## config.mk

```make
export PLATFORM = sky130hd
export DESIGN_NAME = axi_rd_arb
export DESIGN_NICKNAME = d
export VERILOG_FILES = /design/src/rtl/axi_rd_arb.sv
export SDC_FILE = /design/constraint.sdc
export NUM_CORES = 1
export LEC_CHECK = 0
export CORE_MARGIN = 2
export CORE_UTILIZATION = 29
export DETAILED_ROUTE_END_ITERATION = 8
export PLACE_DENSITY = 0.86
export SETUP_SLACK_MARGIN = 0.02
export SLEW_MARGIN = 25
export SYNTH_ARGS = -nofsm -noshare
export SYNTH_HDL_FRONTEND = slang
export SYNTH_SLANG_ARGS = --single-unit
```

## constraint.sdc

```tcl
create_clock -name clk -period 1.9 [get_ports clk]
set_clock_uncertainty 0.2 [all_clocks]
set_input_delay 0.57 -clock clk [delete_from_list [all_inputs] [get_ports clk]]
set_output_delay 0.57 -clock clk [all_outputs]
set_load 0.05 [all_outputs]
```

## src/rtl/axi_rd_arb.sv

```systemverilog
// axi_rd_arb: two-master AXI read arbiter, registered AR toward the slave, R routed by grant.
// Define AXI_RD_ARB_FIXED_PRI_EN for fixed priority (master 0 wins ties).
module axi_rd_arb #(
  parameter int ID_W   = 4,
  parameter int ADDR_W = 32,
  parameter int DATA_W = 32
) (
  input  logic                clk,
  input  logic                rst,
  input  logic [2*ID_W-1:0]   s_arid,
  input  logic [2*ADDR_W-1:0] s_araddr,
  input  logic [15:0]         s_arlen,
  input  logic [5:0]          s_arsize,
  input  logic [3:0]          s_arburst,
  input  logic [1:0]          s_arvalid,
  output logic [1:0]          s_arready,
  output logic [2*ID_W-1:0]   s_rid,
  output logic [2*DATA_W-1:0] s_rdata,
  output logic [3:0]          s_rresp,
  output logic [1:0]          s_rlast,
  output logic [1:0]          s_rvalid,
  input  logic [1:0]          s_rready,
  output logic [ID_W-1:0]     m_arid,
  output logic [ADDR_W-1:0]   m_araddr,
  output logic [7:0]          m_arlen,
  output logic [2:0]          m_arsize,
  output logic [1:0]          m_arburst,
  output logic                m_arvalid,
  input  logic                m_arready,
  input  logic [ID_W-1:0]     m_rid,
  input  logic [DATA_W-1:0]   m_rdata,
  input  logic [1:0]          m_rresp,
  input  logic                m_rlast,
  input  logic                m_rvalid,
  output logic                m_rready,
  output logic                busy
);

  typedef enum logic [1:0] {IDLE, AR, DATA} state_t;

  state_t state, state_nx;
  logic   gnt;
  logic   win;
  logic   req_any;
  logic   burst_done;

  assign req_any = |s_arvalid;

`ifdef AXI_RD_ARB_FIXED_PRI_EN
  assign win = ~s_arvalid[0];
`else
  logic prio;

  // Tie goes to the pointer; a lone requester wins outright.
  assign win = (&s_arvalid) ? prio : ~s_arvalid[0];

  always_ff @(posedge clk) begin
    if (rst) prio <= 1'b0;
    else if (burst_done) prio <= ~gnt;
  end
`endif

  assign m_rready   = (state == DATA) &
                      (gnt ? s_rready[1] : s_rready[0]);
  assign burst_done = m_rvalid & m_rready & m_rlast;
  assign busy       = (state != IDLE);

  always_comb begin
    state_nx  = state;
    s_arready = '0;
    unique case (state)
      IDLE: begin
        if (req_any) begin
          state_nx       = AR;
          s_arready[win] = 1'b1;
        end
      end
      AR:      if (m_arready)  state_nx = DATA;
      DATA:    if (burst_done) state_nx = IDLE;
      default: state_nx = IDLE;
    endcase
  end

  always_ff @(posedge clk) begin
    if (rst) begin
      state     <= IDLE;
      gnt       <= 1'b0;
      m_arvalid <= 1'b0;
      m_arid    <= '0;
      m_araddr  <= '0;
      m_arlen   <= '0;
      m_arsize  <= '0;
      m_arburst <= '0;
    end else begin
      state <= state_nx;
      if (state == IDLE && req_any) begin
        gnt       <= win;
        m_arvalid <= 1'b1;
        m_arid    <= win ? s_arid[ID_W +: ID_W]
                         : s_arid[0 +: ID_W];
        m_araddr  <= win ? s_araddr[ADDR_W +: ADDR_W]
                         : s_araddr[0 +: ADDR_W];
        m_arlen   <= win ? s_arlen[15:8] : s_arlen[7:0];
        m_arsize  <= win ? s_arsize[5:3] : s_arsize[2:0];
        m_arburst <= win ? s_arburst[3:2] : s_arburst[1:0];
      end else if (state == AR && m_arready) begin
        m_arvalid <= 1'b0;
      end
    end
  end

  // Non-granted master sees an all-zero R channel.
  always_comb begin
    s_rid    = '0;
    s_rdata  = '0;
    s_rresp  = '0;
    s_rlast  = '0;
    s_rvalid = '0;
    for (int i = 0; i < 2; i++) begin
      if (state == DATA && gnt == i[0]) begin
        s_rid[i*ID_W +: ID_W]       = m_rid;
        s_rdata[i*DATA_W +: DATA_W] = m_rdata;
        s_rresp[i*2 +: 2]           = m_rresp;
        s_rlast[i]                  = m_rlast;
        s_rvalid[i]                 = m_rvalid;
      end
    end
  end

endmodule

```

==> metrics.yaml <==
clock_network:
  clk_transition_reported_paths_ps: 70
  ctsHtreeMaxLevel: 2
  clock_sinks: 54
  tritoncts: "yes"
  clock-root-buffer: "clkbuf_16"
  cts-hold-fix-buffers: 0
  cts_buffers: 5
  clk-insertion-delay-late_ps: 290
  cts.path.max_buffers: 2
yosys:
  synth-seq-area-share: 0.328
  synth_top_cells_by_count: "nand2_1 (102), and2_1 (81), a21oi_1 (54), dfxtp_1 (54), a311oi_2 (49)"
  synth-edff-count: 0
  synth.ff_latch_count: 54
  count_of_yosys_warnings_during_synthesis: 0
  synthTopCellsByArea: "dfxtp_1 (33%), a311oi_2 (22%), and2_1 (15%)"
  post_synth_num_cell_types: 20
  yosysTopAreaCell: "dfxtp_1"
  synth-main-ff-cell: "dfxtp_1"
  syn-mean-instance-area_sq_um: 8.23
  synthesis.area_sq_um: 3300
  synthDominantCellAreaShare: 0.328
  proportion_of_synthesized_flip_flops_having_asynchronous_set_or_reset: 0
  synth_fp_nets: 546
  yosysMostFrequentCell: "nand2_1"
  syn_inst_count: 401
worst_setup_path:
  timing.reg2reg.worst_path_depth: 7
  crit_path_cell_trace: "nand2b_4, nor2_4, buf_6, buf_16, and2_4, buf_12"
  worstSetupEndpointType: "output pin"
  worstPathBufferInverterCount: 3
  slowest_stage: "dfxtp_2"
  critPathMaxStageDelay_ps: 320
  crit-reg2reg-launch: "gnt"
  critPathTopFamily: "simple AND/OR/NAND/NOR gates"
  cp.required_ps: 1130
  path_class: "flop to output pin"
  crit-reg2reg-capture: "prio"
  timing.reg2reg.setup_slack_ps: -90
  path_depth: 6
  path_max_fanout: 10
  worst_setup_path_start_kind: "flop"
  signal_arrival_time_at_the_worst_endpoint_ps: 1480
die:
  initial_core_util: 0.301
  floorplan.die.height_microns: 111
  pin_count: 279
  site_rows: 38
  floorplan.die_area_sq_um: 12300
  core_area_sq_um: 11000
  fp.dieW_microns: 111
timing:
  post-route-worst-setup-slack_ps: -347
  finalHoldWorstSlack_ps: 314
  fmax_mhz: 445
  finalCriticalPeriod_ps: 2250
  worstMarginPinSlew_ps: 415
  max-slew-margin-rel: 0.723
  timing.final.max_slew_violations: 0
  setup-violations-final: 85
  finalHoldViolCount: 0
  grt_setup_unrepaired: "yes"
  final.period_utilization: 1.18
grt:
  first_global_vias: 4403
  global_route_wire_length_before_repair_mm: 24.1
  groute.usage.overall: 0.244
  grt_remaining_overflow: 0
  grt_start_max_net_pins: 55
  initial_antenna_violation_count: 0
finish:
  multi_input_gate_area_sq_um: 2300
  area.sequential_sq_um: 1090
  area_growth_syn_to_layout_pct: 152
  fillers: 676
  finalNetCount: 829
  num_antenna_cells: 0
  final_core_utilization: 0.758
  finish.instance_area_sq_um: 8330
  drive_above_1_share: 0.486
worst_hold_path:
  timing.hold.worst_endpoint: "m_arvalid"
  min-delay-start: "m_arvalid"
  hold_path_depth: 2
  hold_path.class: "flop to flop"
routing:
  viasPerCell: 5.16
  detail_route.first_pass.iterations: 4
  drt.antenna.violating_nets: 0
  drt-initial-drc-count: 273
  route.vias.total: 4259
  post_drt_wl_per_cell_microns: 20.6
  routed_wirelength_mm: 17.0
  route.detailed.drc: 0
placed_design:
  detailed_place_hpwl_mm: 12.1
  portBuffers: 278
  gp_congestion: 0.790
  post_dp_cell_area_sq_um: 7870
outcome:
  run_status: "finished, violations left"
  violations: "negative setup slack"
flow_run:
  maxCapViolations: 0
power:
  power_per_cell_area_nw_per_um2: 594
  static-leakage-power_nw: 3.30
  worst_ir_drop_vdd_mv: 0.415
==> cells by family after synthesis <==
kind of cell / after synthesis / share of synthesized area
AO/OA/AOI/OAI: 108 / 0.320
buffers and inverters: 44 / 0.0641
flip-flops: 54 / 0.328
multiplexers: 1 / 0.00303
AND/OR/NAND/NOR: 194 / 0.286
==> per-layer routing <==
layer / wire (microns) / global-route usage
met2: 9620 / 0.493
met3: 957 / 0.0470
met5: 0 / 0
met1: 5800 / 0.249
met4: 633 / 0.0742
==> worst max-delay path by stage <==
stage                  from           end  slack, ps
4_1_cts            state[0]   s_rdata[29]       -320
3_3_place_gp   s_arvalid[1]  s_arready[0]       -540
5_1_grt            state[0]    s_rdata[6]       -380
2_1_floorplan  s_arvalid[1]  s_arready[0]       -190
6_report           state[0]    s_rdata[6]       -350
3_5_place_dp   s_arvalid[1]  s_arready[0]       -570
==> layout by cell type (no fill, tap or decap), drive strengths merged <==
cell           netlist  routed
nand3b               1       1
a211oi               1       1
clkinv               0       1
nand2              102     102
a21boi               1       1
a311oi              49      49
or4                  1       1
inv                  2       2
or2                  1       1
a21bo                1       1
dfxtp               54      54
clkdlybuf4s50        0     139
buf                  7     173
nand2b               1       1
clkbuf              35      11
clkdlybuf4s15        0       2
mux2i                1       1
and2                81      81
o21bai               1       1
a21oi               54      54
nor2                 7       7
o31ai                1       1
==> worst register-to-register path, delay by kind of cell, from the launching register on <==
kind	cells	cell delay, ps
muxes	1	190
and+or+nand+nor	1	480
buffers and inverters	4	540
DFF	1	360
AOI/OAI and AO/OA	1	160
==> flip-flops by register name, summed over array words and instances (netlist names), 2 cells and up <==
register,flops
m_araddr,32
state,2
m_arsize,3
m_arburst,2
m_arid,4
m_arlen,8
==> power by group <==
group | switching (W) | total [W] | internal [W]
Sequential | 0.000155 | 0.00143 | 0.00127
Clock | 0.000414 | 0.000938 | 0.000524
Combinational | 0.00128 | 0.00258 | 0.00130
Total | 0.00185 | 0.00495 | 0.00309
==> what timing repair did <==
action / 4_1_cts / 5_1_grt
gates resized for setup: 30 / 10
pin swaps: 13 / 18
setup buffers: 10 / 2
endpoints found under the setup margin: 135 / 124
gates cloned: 1 / 7
==> through the flow <==
step	TNS [ps]	total power [W]	cells	setup slack [ps]
6_report	-25920	0.00495	825	-347
5_1_grt	-29280	0.00512	825	-379
4_1_cts	-25420	0.00490	818	-323
3_5_place_dp	-42930	0.00391	800	-568
3_3_place_gp	-39770	0.00384	800	-545
2_1_floorplan	-354	0.00262	401	-189
==> cell type report <==
cell class / count / area share
sequential: 54 / 0.131
timing repair buffer: 318 / 0.553
clock buffer: 7 / 0.0171
multi-input combinational: 303 / 0.276
tap: 140 / 0.0210
clock inverter: 1 / 0.000601
inverter: 2 / 0.000901
Note: power is estimated with default switching activity, not from simulation.
